$ cat config.mk
export PLATFORM = sky130hd
export DESIGN_NAME = ex_mem_pipe_stage
export DESIGN_NICKNAME = d
export VERILOG_FILES = /design/src/rtl/ex_mem_pipe_stage.sv
export SDC_FILE = /design/constraint.sdc
export NUM_CORES = 1
export LEC_CHECK = 0
export CORE_ASPECT_RATIO = 1.1
export CORE_MARGIN = 3
export CORE_UTILIZATION = 25
export CTS_BUF_LIST = sky130_fd_sc_hd__clkbuf_8
export DETAILED_ROUTE_END_ITERATION = 12
export PLACE_DENSITY_LB_ADDON = 0.2
export SLEW_MARGIN = 10
export SYNTH_ARGS = -nofsm -noshare
export SYNTH_HDL_FRONTEND = slang
export SYNTH_SLANG_ARGS = --single-unit
export TNS_END_PERCENT = 50
$ cat constraint.sdc
create_clock -name clk -period 1.8 [get_ports clk]
set_input_delay 0.18 -clock clk [delete_from_list [all_inputs] [get_ports clk]]
set_output_delay 0.18 -clock clk [all_outputs]
set_load 0.02 [all_outputs]
$ cat src/rtl/ex_mem_pipe_stage.sv
// EX->MEM pipeline stage register with valid/ready handshake, stall, flush and bubble gating.
// Define EX_MEM_SKID_EN to build it as a 2-entry skid buffer with a registered in_ready.
module ex_mem_pipe_stage #(
  parameter int DATA_W = 160,
  parameter int CTRL_W = 16,
  parameter int CNT_W  = 16
) (
  input  logic              clk,
  input  logic              rst,
  input  logic              in_valid,
  output logic              in_ready,
  input  logic [CTRL_W-1:0] in_ctrl,
  input  logic [DATA_W-1:0] in_data,
  input  logic              stall,
  input  logic              flush,
  output logic              out_valid,
  input  logic              out_ready,
  output logic [CTRL_W-1:0] out_ctrl,
  output logic [DATA_W-1:0] out_data,
  output logic [CNT_W-1:0]  stall_cnt
);

  function automatic logic [CNT_W-1:0] sat_inc(input logic [CNT_W-1:0] v);
    return (&v) ? v : v + 1'b1;
  endfunction

  logic              live_q;
  logic              main_v_q, main_v_d;
  logic [CTRL_W-1:0] main_ctrl_q, main_ctrl_d;
  logic [DATA_W-1:0] main_data_q, main_data_d;
  logic [CNT_W-1:0]  cnt_q, cnt_d;
  logic              in_xfer, out_xfer;

  assign out_xfer = main_v_q & out_ready;
  assign in_xfer  = in_valid & in_ready;

`ifdef EX_MEM_SKID_EN
  logic              skid_v_q, skid_v_d;
  logic [CTRL_W-1:0] skid_ctrl_q, skid_ctrl_d;
  logic [DATA_W-1:0] skid_data_q, skid_data_d;
  logic              rdy_q;

  // Readiness depends only on registered skid occupancy, never on out_ready.
  assign in_ready = rdy_q & ~stall & ~flush;

  always_comb begin
    main_v_d    = main_v_q;
    main_ctrl_d = main_ctrl_q;
    main_data_d = main_data_q;
    skid_v_d    = skid_v_q;
    skid_ctrl_d = skid_ctrl_q;
    skid_data_d = skid_data_q;
    if (flush) begin
      main_v_d = 1'b0;
      skid_v_d = 1'b0;
    end else if (out_xfer) begin
      if (skid_v_q) begin
        main_v_d    = 1'b1;
        main_ctrl_d = skid_ctrl_q;
        main_data_d = skid_data_q;
        skid_v_d    = 1'b0;
      end else begin
        main_v_d    = in_xfer;
        main_ctrl_d = in_xfer ? in_ctrl : main_ctrl_q;
        main_data_d = in_xfer ? in_data : main_data_q;
      end
    end else if (in_xfer) begin
      if (!main_v_q) begin
        main_v_d    = 1'b1;
        main_ctrl_d = in_ctrl;
        main_data_d = in_data;
      end else begin
        skid_v_d    = 1'b1;
        skid_ctrl_d = in_ctrl;
        skid_data_d = in_data;
      end
    end
  end

  always_ff @(posedge clk or negedge rst) begin
    if (!rst) begin
      skid_v_q    <= 1'b0;
      skid_ctrl_q <= '0;
      skid_data_q <= '0;
      rdy_q       <= 1'b0;
    end else begin
      skid_v_q    <= skid_v_d;
      skid_ctrl_q <= skid_ctrl_d;
      skid_data_q <= skid_data_d;
      rdy_q       <= ~skid_v_d;
    end
  end
`else
  assign in_ready = live_q & ~stall & ~flush & (~main_v_q | out_ready);

  always_comb begin
    main_v_d    = main_v_q;
    main_ctrl_d = main_ctrl_q;
    main_data_d = main_data_q;
    if (flush) begin
      main_v_d = 1'b0;
    end else if (in_xfer) begin
      main_v_d    = 1'b1;
      main_ctrl_d = in_ctrl;
      main_data_d = in_data;
    end else if (out_xfer) begin
      main_v_d = 1'b0;
    end
  end
`endif

  assign cnt_d = (in_valid & ~in_ready) ? sat_inc(cnt_q) : cnt_q;

  // Stage register: payload and handshake state
  always_ff @(posedge clk or negedge rst) begin
    if (!rst) begin
      live_q      <= 1'b0;
      main_v_q    <= 1'b0;
      main_ctrl_q <= '0;
      main_data_q <= '0;
      cnt_q       <= '0;
    end else begin
      live_q      <= 1'b1;
      main_v_q    <= main_v_d;
      main_ctrl_q <= main_ctrl_d;
      main_data_q <= main_data_d;
      cnt_q       <= cnt_d;
    end
  end

  assign out_valid = main_v_q;
  // Bubbles carry all-zero control so they can never write the register file.
  assign out_ctrl  = main_ctrl_q & {CTRL_W{main_v_q}};
  assign out_data  = main_data_q;
  assign stall_cnt = cnt_q;

`ifndef EX_MEM_SKID_EN
  logic unused_live;
  assign unused_live = live_q;
`endif

endmodule

==> metrics.txt, run 1 <==
Synth area leader=dfrtp_1; Final #Nets=1064; post-synth net total=656; drt wl/cell=17.1 um; Synth cell types=35; outcome=complete, no violations; Synth Warn #=0; cell internal pwr=8.96 mW; synthesized area per cell=16.2 um^2; Syn Std Cell Area=7640 um^2; WP data arrival=1.53 ns; CP delay by family, top=buffers and inverters; Max Buffers Root-to-Sink=2; clk slew on worst S/H paths=0.10 ns; crit path launch type=flip-flop; max cap viols=0; r2r endpoint=stall_cnt[1]$_DFFE_PN0P_; drt total wl=22.3 mm; Clock power frac=between 20% and 30%; Gate Count Post-Synth=473; RSZ-0062 raised after global routing=yes; initial antenna violation count=0; fmax=584 MHz; worst min-delay path class=primary input to async pin; Slew Limit Fails=0; HPWL Detailed=roughly 17 mm; Gate power share=35.6%; Sequential Power Share=43.6%; leading post-synthesis cells by instance count=194 x dfrtp_1, 180 x mux2_2, 16 x and2_1, 13 x buf_6, 10 x xor2_1; crit-path max FO=5; drc violations=0; part of the cycle the worst path needs=95.1%; Sink Count=194; Vias/cell=4.13; layout cells sized above 1=29.4%; cells on worst reg2reg path=6; worst hold slack=0.228 ns; Final setup viols=0; Initial Utilization=about a quarter; first-pass GRT wire length=35.0 mm; # IOs=376; Iteration-0 DRC Markers=approximately 210; row cnt=66; Setup Skew=0.0235 ns; Slowest-stage cell, CP=clkdlybuf4s50_1; Pwr Density=1080 nW/um^2; critical path class=flip-flop to output port; crit path from=stall_cnt[2]$_DFFE_PN0P_; sequential-to-total area share from yosys stat=63.5%; largest cells by area after synthesis=dfrtp_1 64%, mux2_2 27%, buf_6 1.9%; r2r startpoint=live_q$_DFF_PN0_; PortBufs=~380; post-synth top area share=a little under two thirds; Data required, critical path=1.62 ns; Yosys reg bits=approximately 190; area grow syn2layout=62.2%; top-count cell post-synth=dfrtp_1; setup TNS=0 ns; Post-synth EDFFs=0; placer congestion estimate=between 0.7 and 0.8; top_reg_cell synth=dfrtp_1; Die H=approximately 190 um; largest net degree at the start of global routing=48; GRT Total Usage=13.7%; CTS Root Cell=clkbuf_8; TritonCTS Buffers=17; FF-to-FF setup slack=0.12 ns; Die ar.=32700 um^2; net switching power=4.42 mW; Leak=about 5.3 nW; # diodes=0; sw frac=33.1%; vias=5376; ys async rst share=100%; CP Cell Sequence=clkdlybuf4s50_1; post-route minimum period=1.71 ns; htree depth=4; DRT Pass-1 Iters=4; total core area=29800 um^2; ANT nets after route=0; Peak VDD IR=0.463 mV; Buf/Inv on CP=1; grt ovf=0; clk_lat worst skew=0.47 ns; die width=173 um; post-layout util=41.6%; Power, Total=13.4 mW; Max stage delay on crit path=0.64 ns; vias in the first global route=5853; Final Hold Viols=0; Setup crit end kind=output port; CTS tree=built
==> stage by stage <==
step           setup WS [ns]  cell area, um^2  std cells
2_1_floorplan       -0.00385             7650        473
3_3_place_gp          -0.178            12000       1268
3_5_place_dp          -0.228            12000       1268
4_1_cts              0.00664            12400       1301
5_1_grt              -0.0175            12400       1302
6_report              0.0879            12400       1302
==> cell type report <==
class	count	area [um^2]
fillers	2835	17400
flip-flops and latches	194	4850
repair buffers	410	4050
multi-input cells	256	2610
well taps	408	510
clock buffers	18	248
clock inverters	14	118
inverters	2	7.51
==> power groups by stage <==
stage / registers (mW) / logic [mW] / clock network (mW)
after floorplan: 7.02 / 1.01 / 0
after global placement: 5.92 / 4.83 / 0
after detailed placement: 5.94 / 4.86 / 0
after CTS: 5.85 / 4.84 / 2.96
after global routing: 5.99 / 5.03 / 3.12
final: 5.84 / 4.76 / 2.78
==> cells by family after synthesis <==
family          share of synthesized area (%)
other cells                            0.0491
xor+xnor                                 1.38
mux                                      26.5
simple gates                             5.30
buf+inv                                  2.67
fa+ha+maj                               0.164
compound gates                          0.393
flops                                    63.5
==> flip-flops by register name (all words and copies together), names as in the netlist <==
signal	count
out_data	160
main_ctrl_q	16
stall_cnt	16
live_q	1
out_valid	1
==> how the worst max path moves through the flow <==
stage	to	slack [ns]	cells after the start
after floorplan	stall_cnt[11]$_DFFE_PN0P_	-0.004	5
after global placement	stall_cnt[1]$_DFFE_PN0P_	-0.18	7
after detailed placement	stall_cnt[1]$_DFFE_PN0P_	-0.23	7
after CTS	out_ctrl[14]	0.007	3
after global routing	stall_cnt[14]$_DFFE_PN0P_	-0.02	7
final	stall_cnt[2]	0.09	1
==> metal layers <==
metal / vias to the layer above / track usage (%) / share of wire [%]
met4: 0 / 4.05 / 1.4
li1: 2478 / - / -
met5: - / 0 / 0
met1: 2641 / 16.1 / 41
met2: 241 / 22.5 / 48
met3: 16 / 6.38 / 9.5
==> cell usage in the layout (no fill, tap or decap), drive strengths merged, types with 7 or more instances in the layout <==
cell | synthesis | routed
and2 | 16 | 16
buf | 19 | 35
clkbuf | 2 | 21
clkdlybuf4s15 | 0 | 8
clkdlybuf4s50 | 0 | 346
dfrtp | 194 | 194
dlygate4sd2 | 0 | 16
inv | 2 | 10
mux2 | 180 | 180
nand2 | 7 | 7
nor4 | 7 | 7
xor2 | 10 | 10
==> what timing repair did <==
item / CTS / global route
buffers inserted: 0 / 1
setup endpoints to repair: 27 / 14
hold endpoints to repair: 65 / 0
pin swaps: 0 / 2
hold buffers: 1 / 0
resized for setup: 32 / 14
Note: power is estimated with default switching activity, not from simulation.
==> run 2: changes to the inputs <==
--- a/config.mk
+++ b/config.mk
@@ -11,6 +11,7 @@
 export CTS_BUF_LIST = sky130_fd_sc_hd__clkbuf_8
 export DETAILED_ROUTE_END_ITERATION = 12
 export PLACE_DENSITY_LB_ADDON = 0.2
+export RECOVER_POWER = 50
 export SLEW_MARGIN = 10
 export SYNTH_ARGS = -nofsm -noshare
 export SYNTH_HDL_FRONTEND = slang
==> run 2 against run 1 <==
Against the previous run: setup slack improved by 0.0014 ns; via count increased by 0.13%; power decreased by 0.31%; design area decreased by 0.41%; combinational power decreased by 0.8%; maximum frequency about the same; hold slack improved by 0.081 ns; critical path depth unchanged; core utilization decreased by 0.17 points; clock power about the same; non-clock buffer count unchanged.
==> metrics.txt, run 2 (synthesis results as in run 1) <==
outcome=complete, no violations (unchanged); Die ar.=32700 um^2 (unchanged); Slowest-stage cell, CP=clkdlybuf4s50_1 (unchanged); Pwr Density=1080 nW/um^2 (about the same); Worst-Margin Slew=1.33 ns; vias=5383 (was 5376); grt ovf=0 (unchanged); largest net degree at the start of global routing=48 (unchanged); clk slew on worst S/H paths=0.11 ns (was 0.10 ns); critical path class=flip-flop to output port (unchanged); most frequent cells in the layout=338 x clkdlybuf4s50_1, 194 x dfrtp_1, 180 x mux2_2 (was 346 x clkdlybuf4s50_1, 194 x dfrtp_1, 180 x mux2_2); max reg flops=160 (unchanged); Slew Limit Fails=0 (unchanged); total core area=29800 um^2 (unchanged); vias in the first global route=5853 (unchanged); PortBufs=375 (unchanged); Setup WS pre-CTS=-0.228 ns (unchanged); Max stage delay on crit path=0.64 ns (about the same); CP Cell Sequence=clkdlybuf4s50_1 (unchanged); first-pass GRT wire length=35.0 mm (unchanged); crit path launch type=flip-flop (unchanged); post-route minimum period=1.71 ns (about the same); Final Hold Viols=0 (unchanged); worst min-delay path class=primary input to flip-flop (was primary input to async pin); TritonCTS Buffers=17 (unchanged); Leak=5.24 nW (was 5.26 nW); DP Area=12000 um^2 (unchanged); crit-path max FO=5 (unchanged); Vias/cell=4.13 (about the same); RSZ-0062 raised after global routing=yes (unchanged); Peak VDD IR=0.469 mV (was 0.463 mV); area grow syn2layout=61.5% (was 62.2%); die width=173 um (unchanged); CP delay by family, top=buffers and inverters (unchanged); max cap viols=0 (unchanged); Die H=189 um (unchanged); CTS Root Cell=clkbuf_8 (unchanged); DRT Pass-1 Iters=4 (unchanged); setup TNS=0 ns (unchanged); placer congestion estimate=0.734 (unchanged); WP data arrival=1.53 ns (about the same); layout cells sized above 1=28.9% (was 29.4%); Sink Count=194 (unchanged); cell area after layout=12300 um^2 (was 12400 um^2); drt total wl=22.3 mm (about the same); Initial Utilization=25.6% (unchanged); GRT Total Usage=13.7% (unchanged); drt wl/cell=17.1 um (about the same); Final #Nets=1064 (unchanged); # IOs=376 (unchanged); Setup crit end kind=output port (unchanged); Data required, critical path=1.62 ns (about the same); ANT nets after route=0 (unchanged); fmax=585 MHz (was 584 MHz); initial antenna violation count=0 (unchanged); Final setup viols=0 (unchanged); Buf/Inv on CP=1 (unchanged); # diodes=0 (unchanged); final worst slack=0.0894 ns (was 0.0879 ns); Iteration-0 DRC Markers=221 (was 208); Slew HR=11.5%; part of the cycle the worst path needs=95.0% (was 95.1%); htree depth=4 (unchanged); HPWL Detailed=16.6 mm (unchanged); Setup Skew=0.0238 ns (was 0.0235 ns); row cnt=66 (unchanged); Max Buffers Root-to-Sink=2 (unchanged); clk_lat worst skew=0.47 ns (about the same); CTS tree=built (unchanged); drc violations=0 (unchanged); commonest non-fill, non-tap cell in the layout=clkdlybuf4s50_1 (unchanged)
[run 2: power breakdown]
group | switching [mW] | internal [mW]
registers | 0.519 | 5.32
logic | 2.16 | 2.56
clock network | 1.74 | 1.04
total | 4.42 | 8.92
[run 2: routing by layer]
| layer | share of wire, % | vias to the layer above | global-route usage [%] |
|---|---|---|---|
| met5 | 0 | - | 0 |
| met1 | 41 | 2637 | 16.1 |
| met2 | 48 | 249 | 22.5 |
| li1 | - | 2479 | - |
| met4 | 1.5 | 0 | 4.05 |
| met3 | 9.7 | 18 | 6.38 |
[run 2: repair_timing]
item,CTS,global route
hold endpoints to repair,65,0
hold buffers,1,0
pin swaps,0,2
setup buffers,0,1
setup endpoints to repair,27,14
resized for setup,32,14
[run 2: worst paths after layout]
path | slack [ns] | to | from | cells after the start
min | 0.31 | out_data[9]$_DFFE_PN0P_ | in_data[9] | 2
max reg2reg | 0.11 | out_data[153]$_DFFE_PN0P_ | live_q$_DFF_PN0_ | 5
min reg2reg | 0.50 | main_ctrl_q[10]$_DFFE_PN0P_ | main_ctrl_q[10]$_DFFE_PN0P_ | 1
max | 0.09 | stall_cnt[2] | stall_cnt[2]$_DFFE_PN0P_ | 1
min in group asynchronous | 0.55 | out_data[53]$_DFFE_PN0P_ | rst | 2
max in group asynchronous | 0.25 | stall_cnt[13]$_DFFE_PN0P_ | rst | 3
[run 2: metrics by stage]
stage                     power [mW]  util, %  hold slack, ns  instances
after floorplan                 8.03        -          -0.116        473
after global placement          10.7     40.4           0.182       1268
after global routing            14.1     41.4           0.251       1302
final                           13.3     41.4           0.309       1302
after detailed placement        10.8     40.4           0.179       1268
after CTS                       13.6     41.5           0.184       1301
[run 2: final cells by class]
class | instances | area (um^2)
fillers | 2845 | 17500
clock inverters | 14 | 118
multi-input cells | 256 | 2600
inverters | 2 | 7.51
repair buffers | 410 | 4010
clock buffers | 18 | 248
well taps | 408 | 510
flip-flops and latches | 194 | 4850
==> run 3: changes to the inputs <==
--- a/config.mk
+++ b/config.mk
@@ -5,6 +5,7 @@
 export SDC_FILE = /design/constraint.sdc
 export NUM_CORES = 1
 export LEC_CHECK = 0
+export ABC_CLOCK_PERIOD_IN_PS = 1800
 export CORE_ASPECT_RATIO = 1.1
 export CORE_MARGIN = 3
 export CORE_UTILIZATION = 25
@@ -12,7 +13,6 @@
 export DETAILED_ROUTE_END_ITERATION = 12
 export PLACE_DENSITY_LB_ADDON = 0.2
 export RECOVER_POWER = 50
-export SLEW_MARGIN = 10
 export SYNTH_ARGS = -nofsm -noshare
 export SYNTH_HDL_FRONTEND = slang
 export SYNTH_SLANG_ARGS = --single-unit
==> results of run 3 <==
Final layout, timing and power as in run 2 (identical DEF).
